$ cat config.mk
export PLATFORM = sky130hd
export DESIGN_NAME = pe_btf_pipe_flat
export DESIGN_NICKNAME = d
export VERILOG_FILES = /design/src/rtl/pe_btf_if.sv /design/src/rtl/pe_btf_pipe.sv /design/src/flat_wrapper.sv
export SDC_FILE = /design/constraint.sdc
export NUM_CORES = 1
export LEC_CHECK = 0
export ABC_CLOCK_PERIOD_IN_PS = 5600
export CAP_MARGIN = 40
export CORE_ASPECT_RATIO = 1.75
export CORE_MARGIN = 1
export CORE_UTILIZATION = 37
export CTS_BUF_LIST = sky130_fd_sc_hd__clkbuf_4
export CTS_CLUSTER_DIAMETER = 30
export DETAILED_ROUTE_END_ITERATION = 8
export GPL_TIMING_DRIVEN = 0
export HOLD_SLACK_MARGIN = 0.12
export PLACE_DENSITY = 0.58
export REMOVE_ABC_BUFFERS = 1
export SETUP_SLACK_MARGIN = 0.4
export SKIP_CTS_REPAIR_TIMING = 1
export SLEW_MARGIN = 20
export SYNTH_ARGS = -nofsm -noshare
export SYNTH_HDL_FRONTEND = slang
export SYNTH_SLANG_ARGS = --single-unit
$ cat constraint.sdc
create_clock -name clk -period 5.6 [get_ports clk]
set_input_delay 0.56 -clock clk [delete_from_list [all_inputs] [get_ports clk]]
set_output_delay 0.56 -clock clk [all_outputs]
set_load 0.01 [all_outputs]
$ cat src/rtl/pe_btf_if.sv
// Handshake and data bundle for the radix-2 butterfly pipeline.
// The master side is the producer/consumer environment; the slave side is the butterfly.
interface pe_btf_if #(
   parameter int DW = 8,
   parameter int TW = 8
);
   logic                 in_valid;
   logic                 in_ready;
   logic signed [DW-1:0] in0_re;
   logic signed [DW-1:0] in0_im;
   logic signed [DW-1:0] in1_re;
   logic signed [DW-1:0] in1_im;
   logic signed [TW-1:0] tw_re;
   logic signed [TW-1:0] tw_im;
   logic                 inv;
   logic                 scale;
   logic                 out_valid;
   logic                 out_ready;
   logic signed [DW-1:0] out0_re;
   logic signed [DW-1:0] out0_im;
   logic signed [DW-1:0] out1_re;
   logic signed [DW-1:0] out1_im;
   logic                 ovf;

   modport master (
      output in_valid, in0_re, in0_im, in1_re, in1_im, tw_re, tw_im, inv, scale, out_ready,
      input  in_ready, out_valid, out0_re, out0_im, out1_re, out1_im, ovf
   );

   modport slave (
      input  in_valid, in0_re, in0_im, in1_re, in1_im, tw_re, tw_im, inv, scale, out_ready,
      output in_ready, out_valid, out0_re, out0_im, out1_re, out1_im, ovf
   );
endinterface

$ cat src/rtl/pe_btf_pipe.sv
// Three-stage radix-2 DIF butterfly: out0 = a+b, out1 = (a-b)*tw, with optional conj/scale.
// Define PE_BTF_SAT_EN to saturate out-of-range results and report ovf; otherwise results wrap.
module pe_btf_pipe #(
   parameter int DW = 8,
   parameter int TW = 8
) (
   input  logic      clk,
   input  logic      rst_n,
   pe_btf_if.slave   bus
);
   localparam int FRAC = TW - 1;
   localparam int AW   = DW + 1;
   localparam int PW   = AW + TW;
   localparam int XW   = PW + 2;
   localparam logic signed [TW-1:0] TW_MIN = {1'b1, {(TW-1){1'b0}}};
   localparam logic signed [TW-1:0] TW_MAX = ~TW_MIN;
`ifdef PE_BTF_SAT_EN
   localparam logic signed [XW-1:0] LIM_HI = XW'(2**(DW-1) - 1);
   localparam logic signed [XW-1:0] LIM_LO = ~LIM_HI;
`endif

   logic en;

   logic                 s1_v, s1_inv, s1_scale;
   logic signed [AW-1:0] s1_sum_re, s1_sum_im, s1_d_re, s1_d_im;
   logic signed [TW-1:0] s1_tw_re, s1_tw_im;

   logic                 s2_v, s2_scale;
   logic signed [AW-1:0] s2_sum_re, s2_sum_im;
   logic signed [PW-1:0] s2_p_rr, s2_p_ii, s2_p_ri, s2_p_ir;

   logic                 s3_v, s3_ovf;
   logic signed [DW-1:0] s3_out0_re, s3_out0_im, s3_out1_re, s3_out1_im;

   logic signed [TW-1:0] tw_im_c;
   logic signed [PW-1:0] p_rr, p_ii, p_ri, p_ir;
   logic signed [XW-1:0] acc_re, acc_im, rnd, sc_add;
   logic signed [XW-1:0] r0_re, r0_im, r1_re, r1_im;
   logic [DW:0]          n0_re, n0_im, n1_re, n1_im;

   // Whole pipe moves as one; a stalled S3 freezes everything behind it.
   assign en           = !s3_v || bus.out_ready;
   assign bus.in_ready = en;

   function automatic logic [DW:0] narrow(input logic signed [XW-1:0] x);
`ifdef PE_BTF_SAT_EN
      if (x > LIM_HI)      return {1'b1, LIM_HI[DW-1:0]};
      else if (x < LIM_LO) return {1'b1, LIM_LO[DW-1:0]};
      else                 return {1'b0, x[DW-1:0]};
`else
      return {1'b0, x[DW-1:0]};
`endif
   endfunction

   always_ff @(posedge clk or negedge rst_n) begin
      if (!rst_n) begin
         s1_v      <= 1'b0;
         s1_inv    <= 1'b0;
         s1_scale  <= 1'b0;
         s1_sum_re <= '0;
         s1_sum_im <= '0;
         s1_d_re   <= '0;
         s1_d_im   <= '0;
         s1_tw_re  <= '0;
         s1_tw_im  <= '0;
      end else if (en) begin
         s1_v      <= bus.in_valid;
         s1_inv    <= bus.inv;
         s1_scale  <= bus.scale;
         s1_sum_re <= {bus.in0_re[DW-1], bus.in0_re} + {bus.in1_re[DW-1], bus.in1_re};
         s1_sum_im <= {bus.in0_im[DW-1], bus.in0_im} + {bus.in1_im[DW-1], bus.in1_im};
         s1_d_re   <= {bus.in0_re[DW-1], bus.in0_re} - {bus.in1_re[DW-1], bus.in1_re};
         s1_d_im   <= {bus.in0_im[DW-1], bus.in0_im} - {bus.in1_im[DW-1], bus.in1_im};
         s1_tw_re  <= bus.tw_re;
         s1_tw_im  <= bus.tw_im;
      end
   end

   // Conjugation must not wrap the most negative twiddle back onto itself.
   always_comb begin
      tw_im_c = s1_tw_im;
      if (s1_inv) tw_im_c = (s1_tw_im == TW_MIN) ? TW_MAX : -s1_tw_im;
   end

   assign p_rr = PW'(s1_d_re) * PW'(s1_tw_re);
   assign p_ii = PW'(s1_d_im) * PW'(tw_im_c);
   assign p_ri = PW'(s1_d_re) * PW'(tw_im_c);
   assign p_ir = PW'(s1_d_im) * PW'(s1_tw_re);

   always_ff @(posedge clk or negedge rst_n) begin
      if (!rst_n) begin
         s2_v      <= 1'b0;
         s2_scale  <= 1'b0;
         s2_sum_re <= '0;
         s2_sum_im <= '0;
         s2_p_rr   <= '0;
         s2_p_ii   <= '0;
         s2_p_ri   <= '0;
         s2_p_ir   <= '0;
      end else if (en) begin
         s2_v      <= s1_v;
         s2_scale  <= s1_scale;
         s2_sum_re <= s1_sum_re;
         s2_sum_im <= s1_sum_im;
         s2_p_rr   <= p_rr;
         s2_p_ii   <= p_ii;
         s2_p_ri   <= p_ri;
         s2_p_ir   <= p_ir;
      end
   end

   always_comb begin
      acc_re = XW'(s2_p_rr) - XW'(s2_p_ii);
      acc_im = XW'(s2_p_ri) + XW'(s2_p_ir);
      rnd    = '0;
      if (s2_scale) rnd[FRAC]   = 1'b1;
      else          rnd[FRAC-1] = 1'b1;
      sc_add    = '0;
      sc_add[0] = s2_scale;
      r1_re  = (acc_re + rnd) >>> (s2_scale ? FRAC + 1 : FRAC);
      r1_im  = (acc_im + rnd) >>> (s2_scale ? FRAC + 1 : FRAC);
      r0_re  = (XW'(s2_sum_re) + sc_add) >>> s2_scale;
      r0_im  = (XW'(s2_sum_im) + sc_add) >>> s2_scale;
      n0_re  = narrow(r0_re);
      n0_im  = narrow(r0_im);
      n1_re  = narrow(r1_re);
      n1_im  = narrow(r1_im);
   end

   always_ff @(posedge clk or negedge rst_n) begin
      if (!rst_n) begin
         s3_v       <= 1'b0;
         s3_ovf     <= 1'b0;
         s3_out0_re <= '0;
         s3_out0_im <= '0;
         s3_out1_re <= '0;
         s3_out1_im <= '0;
      end else if (en) begin
         s3_v       <= s2_v;
         s3_ovf     <= s2_v & (n0_re[DW] | n0_im[DW] | n1_re[DW] | n1_im[DW]);
         s3_out0_re <= n0_re[DW-1:0];
         s3_out0_im <= n0_im[DW-1:0];
         s3_out1_re <= n1_re[DW-1:0];
         s3_out1_im <= n1_im[DW-1:0];
      end
   end

   assign bus.out_valid = s3_v;
   assign bus.ovf       = s3_ovf;
   assign bus.out0_re   = s3_out0_re;
   assign bus.out0_im   = s3_out0_im;
   assign bus.out1_re   = s3_out1_re;
   assign bus.out1_im   = s3_out1_im;
endmodule

$ cat src/flat_wrapper.sv
// flat-port wrapper written by rule: the top's interface ports become plain ports
module pe_btf_pipe_flat 
#(
   parameter int DW = 8,
   parameter int TW = 8
)
  (clk, rst_n, bus_in_valid, bus_in0_re, bus_in0_im, bus_in1_re, bus_in1_im, bus_tw_re, bus_tw_im, bus_inv, bus_scale, bus_out_ready, bus_in_ready, bus_out_valid, bus_out0_re, bus_out0_im, bus_out1_re, bus_out1_im, bus_ovf);
  pe_btf_if #(.DW(DW), .TW(TW)) bus_i ();
  input  logic clk;
  input  logic rst_n;
  input wire logic [$bits(bus_i.in_valid)-1:0] bus_in_valid;
  input wire logic [$bits(bus_i.in0_re)-1:0] bus_in0_re;
  input wire logic [$bits(bus_i.in0_im)-1:0] bus_in0_im;
  input wire logic [$bits(bus_i.in1_re)-1:0] bus_in1_re;
  input wire logic [$bits(bus_i.in1_im)-1:0] bus_in1_im;
  input wire logic [$bits(bus_i.tw_re)-1:0] bus_tw_re;
  input wire logic [$bits(bus_i.tw_im)-1:0] bus_tw_im;
  input wire logic [$bits(bus_i.inv)-1:0] bus_inv;
  input wire logic [$bits(bus_i.scale)-1:0] bus_scale;
  input wire logic [$bits(bus_i.out_ready)-1:0] bus_out_ready;
  output wire logic [$bits(bus_i.in_ready)-1:0] bus_in_ready;
  output wire logic [$bits(bus_i.out_valid)-1:0] bus_out_valid;
  output wire logic [$bits(bus_i.out0_re)-1:0] bus_out0_re;
  output wire logic [$bits(bus_i.out0_im)-1:0] bus_out0_im;
  output wire logic [$bits(bus_i.out1_re)-1:0] bus_out1_re;
  output wire logic [$bits(bus_i.out1_im)-1:0] bus_out1_im;
  output wire logic [$bits(bus_i.ovf)-1:0] bus_ovf;
  assign bus_i.in_valid = bus_in_valid;
  assign bus_i.in0_re = bus_in0_re;
  assign bus_i.in0_im = bus_in0_im;
  assign bus_i.in1_re = bus_in1_re;
  assign bus_i.in1_im = bus_in1_im;
  assign bus_i.tw_re = bus_tw_re;
  assign bus_i.tw_im = bus_tw_im;
  assign bus_i.inv = bus_inv;
  assign bus_i.scale = bus_scale;
  assign bus_i.out_ready = bus_out_ready;
  assign bus_in_ready = bus_i.in_ready;
  assign bus_out_valid = bus_i.out_valid;
  assign bus_out0_re = bus_i.out0_re;
  assign bus_out0_im = bus_i.out0_im;
  assign bus_out1_re = bus_i.out1_re;
  assign bus_out1_im = bus_i.out1_im;
  assign bus_ovf = bus_i.ovf;
  pe_btf_pipe #(.DW(DW), .TW(TW)) u_core (.clk(clk), .rst_n(rst_n), .bus(bus_i));
endmodule
# Yosys cells after proc, flatten, opt, wreduce, memory -nomap -nowiden
# Index checks and enable logic that the tools add are counted.
# word_totals
elab_cells	49
input_bits	54
reg_bits	176
# op_classes
mux	5
reduce_logical	2
add_sub_neg	11
multipliers	4
n_eq_ne	1
shift	4
# ops
operator	count
9-bit by 8-bit multiplier with 17-bit output	4
19-bit by 32-bit >>> shifter with 8-bit output	2
19-bit by 9-bit adder with 19-bit output	2
19-bit by 1-bit >>> shifter with 8-bit output	2
9-bit by 2-bit adder with 10-bit output	2
17-bit by 17-bit adder with 18-bit output	1
8-bit by 8-bit adder with 9-bit output	2
17-bit by 17-bit subtractor with 18-bit output	1
8-bit by 8-bit subtractor with 9-bit output	2
8-bit two-way mux	2
8-bit equality test (second input constant)	1
8-bit negation	1
4-bit two-way mux	1
1-bit two-way mux	2
1-bit zero test	1
1-bit logical OR	1

# Longest topological paths before layout
# logic_depth
depth_word	4
depth_mapped	28

# Least setup slack after synthesis
# OpenSTA, ideal clock, no wires.
# synth_timing
path_type	register to register
start	reg u_core.s1_tw_im[2]
end	reg u_core.s2_p_ii[15]
slack_ns	-0.082
arrival_ns	5.552
period_less_slack_ns	5.682
setup_time_ns	0.129
path_stages_with_launch	26
n_path_buf	1
path_cell_list	dfrtp_1 or3_1 nand2b_1 nand2_1 nor2_1 a21oi_1 clkbuf_1 inv_1 fa_1 inv_1 fa_1 inv_1 fa_1 inv_1 fa_1 inv_1 ha_1 inv_1 o21ai_0 a21oi_1 nand2b_1 a21boi_0 o31a_1 o41ai_1 xor2_1 o21ai_1
# synth_between
elab_chain_cells	4
elab_cells_between_ends	5
classes_between	add/sub (1); mul (1); eq/ne (1); mux (2)
# synth_rtl
item	line	rtl
start: declaration	pe_btf_pipe.sv:26	logic signed [TW-1:0] s1_tw_re, s1_tw_im;
start signal: assignment	pe_btf_pipe.sv:75	s1_tw_im <= bus.tw_im;
8-bit negation or 8-bit equality test (tied branches)	pe_btf_pipe.sv:82	if (s1_inv) tw_im_c = (s1_tw_im == TW_MIN) ? TW_MAX : -s1_tw_im;
8-bit two-way mux	pe_btf_pipe.sv:82	
8-bit two-way mux (*)	pe_btf_pipe.sv:82	
9-bit by 8-bit multiplier with 17-bit output (*)	pe_btf_pipe.sv:86	assign p_ii = PW'(s1_d_im) * PW'(tw_im_c);
end signal: assignment	pe_btf_pipe.sv:106	s2_p_ii <= p_ii;
end: declaration	pe_btf_pipe.sv:30	logic signed [PW-1:0] s2_p_rr, s2_p_ii, s2_p_ri, s2_p_ir;
# Mark *: on every way between the ends. The rest lies on a longest branch, timed or not.
# A chain may end at the register's enable or synchronous reset.

# Worst setup path after layout
# layout_timing
start	reg u_core.s1_tw_im[2]
end	reg u_core.s2_p_ii[14]
# Same word-level chain as after synthesis.

==> impl_summary.txt <==
----------------------------------------------------
[Worst setup path]
  Critical R2R Launch ... u_core.s1_tw_im[2]$_DFFE_PN0P_
  Delay-heaviest family, CP ... adder cells
  Delay of the slowest cell on the worst path ... 550 ps
  Buffer and inverter count on the worst path ... 2
  Crit Path Category ... reg2reg
  Peak fanout along the critical path ... 9
  Startpoint type of the worst setup path ... flip-flop
  Req. time, crit path ... 6150 ps
  Worst setup startpoint ... u_core.s1_tw_im[2]$_DFFE_PN0P_
  Worst-path cell chain ... or3_1 -> o31ai_1 -> xor2_2 -> nand2_8 -> and2_1 -> fa_1 -> fa_1 -> fa_1 -> inv_1 -> fa_1 -> inv_1 -> ha_1 -> a21boi_2 -> o21ai_2 -> a21boi_2 -> o21ai_2 -> a21oi_1 -> or3_1 -> a21oi_2 -> a21oi_1
  Critical path capture point type ... flip-flop
  Critical path data arrival time ... between 6000 and 7000 ps
  Most used cell, CP ... sky130_fd_sc_hd__fa_1
  Master of the slowest instance on the critical path ... sky130_fd_sc_hd__fa_1

[Synth]
  Mapped Area ... between 20000 and 25000 sq um
  Proportion of netlist area held by the largest area contributor ... between 20% and 30%
  Leading area contributor after synthesis ... sky130_fd_sc_hd__fa_1
  Top-count cell post-synth ... sky130_fd_sc_hd__inv_1
  Number of distinct library cells after synthesis ... just under 80
  Syn avg cell area ... about 8.8 sq um
  Seq/Total Area, Yosys ... 21.3%
  Gate count of the mapped netlist ... 2262
  Number of flops mapped to enable cells by yosys ... 0
  Main synth FF type ... sky130_fd_sc_hd__dfrtp_1
  Leading cell types by count after synthesis ... 368 x sky130_fd_sc_hd__inv_1, 322 x sky130_fd_sc_hd__nand2_1, 251 x sky130_fd_sc_hd__fa_1
  Dominant cells by area after synthesis ... sky130_fd_sc_hd__fa_1 25%, sky130_fd_sc_hd__dfrtp_1 21%, sky130_fd_sc_hd__ha_1 12%, sky130_fd_sc_hd__inv_1 6.9%, sky130_fd_sc_hd__nand2_1 6.0%
  Total of flip-flops plus latches after synthesis ... 170
  Asr flop ratio synth ... 100%
  Total number of yosys warnings ... 0

[Route]
  Post-route ant nets ... 0
  Via/cell ratio ... between 4 and 5
  Wire length reported by the detailed router ... 47.0 mm
  Routed wire per std cell ... 15.4 um
  Number of vias after detailed routing ... 14.9k
  Drt drc ... 0
  1st-iter DRT viols ... approximately 530
  DR pass1 iterations ... 5

[Clock network]
  Clock Sinks ... 170
  Clk pin slew, worst setup/hold paths ... 180 ps
  Clock buffer count from CTS ... 17
  Number of H-tree branching levels ... 4
  TritonCTS clock tree ... yes
  Clock tree buffer depth ... 2
  Clock latency reported for the late side of the worst-skew pair ... 670 ps
  CTS root buffer ... sky130_fd_sc_hd__clkbuf_4

[Global route]
  Pin count of the biggest net entering global routing ... 121
  First-pass GRT wire length ... 76.3 mm
  Antenna violations before repair ... 1
  Gr usage total ... 17.6%
  Gr ovfl total ... 0
  Via count of the first global-routing pass ... 15.8k

[Hold path]
  Class of the worst hold path ... in2reg
  Hold path start ... bus_in_valid

[STA]
  RSZ-0062 raised after global routing ... yes
  Least setup slack across all paths after layout ... -35.0 ps
  Maximum operating frequency ... around 0.18 GHz
  Final setup skew ... 34.1 ps
  Final max-slew violation count ... 0
  Transition time of the tightest slew-check pin ... 802 ps
  Number of setup violations in the final report ... 1
  Count of final hold-check violations ... 0
  Post-route fraction of the period consumed by the critical path ... 101%
  Minimum clock period after layout ... 5630 ps
  Max transition margin ... between 40% and 50%

[Place]
  Setup WS pre-CTS ... -755 ps
  Port Buf Inserts ... 87
  Weighted congestion reported at the end of routability-driven placement ... 0.813
  Sum of net half-perimeters after detailed placement ... 35.3 mm

[Status]
  Result of the run ... finished with violations
  Failing checks ... setup timing

[Die]
  Effective utilization at floorplan ... 37.5%
  Height of the die ... 310 um
  Number of rows in the core area ... 112
  Floorplan core area ... roughly 53000 sq um
  DIE AREA ... 55000 sq um
  Ports ... 89
  X dimension of the die ... 178 um

[Cells and area]
  Filler cell count in the final layout ... approximately 5.2k
  Nets ... around 2.8k
  Synth-to-layout area growth ... 15.1%
  Fraction of layout instances using a drive strength above 1 ... 10.6%

[Job]
  Max Cap Violations ... 0

----------------------------------------------------
-- registers in the layout, summed over array words and instances (netlist names), 8 cells and up --
name                cells
u_core.s2_sum_im        9
u_core.s1_d_re          9
u_core.s1_sum_re        8
u_core.s2_p_ii         16
u_core.s2_p_ir         16
u_core.s2_p_rr         16
u_core.s2_p_ri         16
u_core.s2_sum_re        9
u_core.s1_tw_im         8
u_core.s1_sum_im        8
u_core.bus.out0_im      8
u_core.bus.out0_re      8
u_core.bus.out1_re      8
u_core.bus.out1_im      8
u_core.s1_d_im          9
u_core.s1_tw_re         8
-- routing by layer --
metal  routed length, um  GRT usage [%]
met5                   0              0
met4                1610           6.70
met3                1120           2.34
met2               25600           33.3
met1               18700           19.6
-- path summary, 6_finish.rpt --
kind                       slack [ps]  cells after the start                              end
max reg2reg                       -30                     20   u_core.s2_p_ii[14]$_DFFE_PN0P_
min in group asynchronous         430                      2   u_core.s1_tw_im[0]$_DFFE_PN0P_
min reg2reg                       490                      2  u_core.s2_sum_im[4]$_DFFE_PN0P_
min                               400                      3          u_core.s1_v$_DFFE_PN0P_
max in group asynchronous        4150                      3    u_core.s1_d_re[4]$_DFFE_PN0P_
max                               -30                     20   u_core.s2_p_ii[14]$_DFFE_PN0P_
-- worst register-to-register path, cell delays in order, from the launching register on --
cell                       delay [ps]
sky130_fd_sc_hd__dfrtp_1          440
sky130_fd_sc_hd__or3_1            420
sky130_fd_sc_hd__o31ai_1          370
sky130_fd_sc_hd__xor2_2           310
sky130_fd_sc_hd__nand2_8          130
sky130_fd_sc_hd__and2_1           210
sky130_fd_sc_hd__fa_1             550
sky130_fd_sc_hd__fa_1             430
sky130_fd_sc_hd__fa_1             490
sky130_fd_sc_hd__inv_1             50
sky130_fd_sc_hd__fa_1             490
sky130_fd_sc_hd__inv_1             40
sky130_fd_sc_hd__ha_1             310
sky130_fd_sc_hd__a21boi_2         180
sky130_fd_sc_hd__o21ai_2          190
sky130_fd_sc_hd__a21boi_2          90
sky130_fd_sc_hd__o21ai_2          170
sky130_fd_sc_hd__a21oi_1           90
sky130_fd_sc_hd__or3_1            330
sky130_fd_sc_hd__a21oi_2          170
sky130_fd_sc_hd__a21oi_1           70
-- cells by family (layout without fill, tap and decap cells) --
| family | after synthesis | after routing | synth area share, % |
|---|---|---|---|
| flops | 170 | 170 | 21.3 |
| fa+ha+maj | 444 | 444 | 37.2 |
| xor+xnor | 95 | 95 | 4.16 |
| mux | 18 | 18 | 0.951 |
| compound gates | 314 | 314 | 9.80 |
| simple gates | 755 | 756 | 17.8 |
| other cells | 1 | 3 | 0.0187 |
| buf+inv | 465 | 560 | 8.81 |
-- area by class of cell --
| type | instances | area [sq um] | area share (%) |
|---|---|---|---|
| Timing Repair Buffer | 159 | 1730 | 7.50 |
| Antenna cell | 2 | 5.00 | 0.0217 |
| Inverter | 369 | 1400 | 6.08 |
| Clock inverter | 15 | 185 | 0.805 |
| Clock buffer | 17 | 128 | 0.554 |
| Tap cell | 684 | 856 | 3.72 |
| Multi-Input combinational cell | 1628 | 14400 | 62.7 |
| Sequential cell | 170 | 4300 | 18.7 |
-- through the flow --
step / cell area, sq um / hold WS [ps] / utilization (%) / setup TNS, ps / instances
final: 23000 / 399 / 43.1 / -35.0 / 3044
after detailed placement: 21700 / 453 / 40.6 / -5220 / 2951
after floorplan: 19600 / 264 / - / -420410 / 2166
after global routing: 23000 / 367 / 43.1 / -1500 / 3043
after global placement: 21400 / 446 / 40.0 / -2225530 / 2937
after CTS: 22000 / -190 / 41.1 / -6130 / 2983
-- layout by cell type (no fill, tap or decap), types with 18 or more instances in the layout --
master	instances
sky130_fd_sc_hd__inv_1	354
sky130_fd_sc_hd__nand2_1	315
sky130_fd_sc_hd__fa_1	247
sky130_fd_sc_hd__ha_1	180
sky130_fd_sc_hd__nor2_1	150
sky130_fd_sc_hd__dfrtp_1	145
sky130_fd_sc_hd__and2_1	144
sky130_fd_sc_hd__a21oi_1	101
sky130_fd_sc_hd__clkdlybuf4s50_1	86
sky130_fd_sc_hd__o21ai_0	69
sky130_fd_sc_hd__xnor2_1	51
sky130_fd_sc_hd__buf_4	42
sky130_fd_sc_hd__xor2_1	41
sky130_fd_sc_hd__nand2b_1	32
sky130_fd_sc_hd__nor2b_1	22
sky130_fd_sc_hd__nand3_1	20
sky130_fd_sc_hd__dfrtp_2	20
sky130_fd_sc_hd__clkbuf_4	18
Power is left out: the tool's default activity adds up to more than one toggle a clock period on the data nets, which glitch-free logic cannot reach.
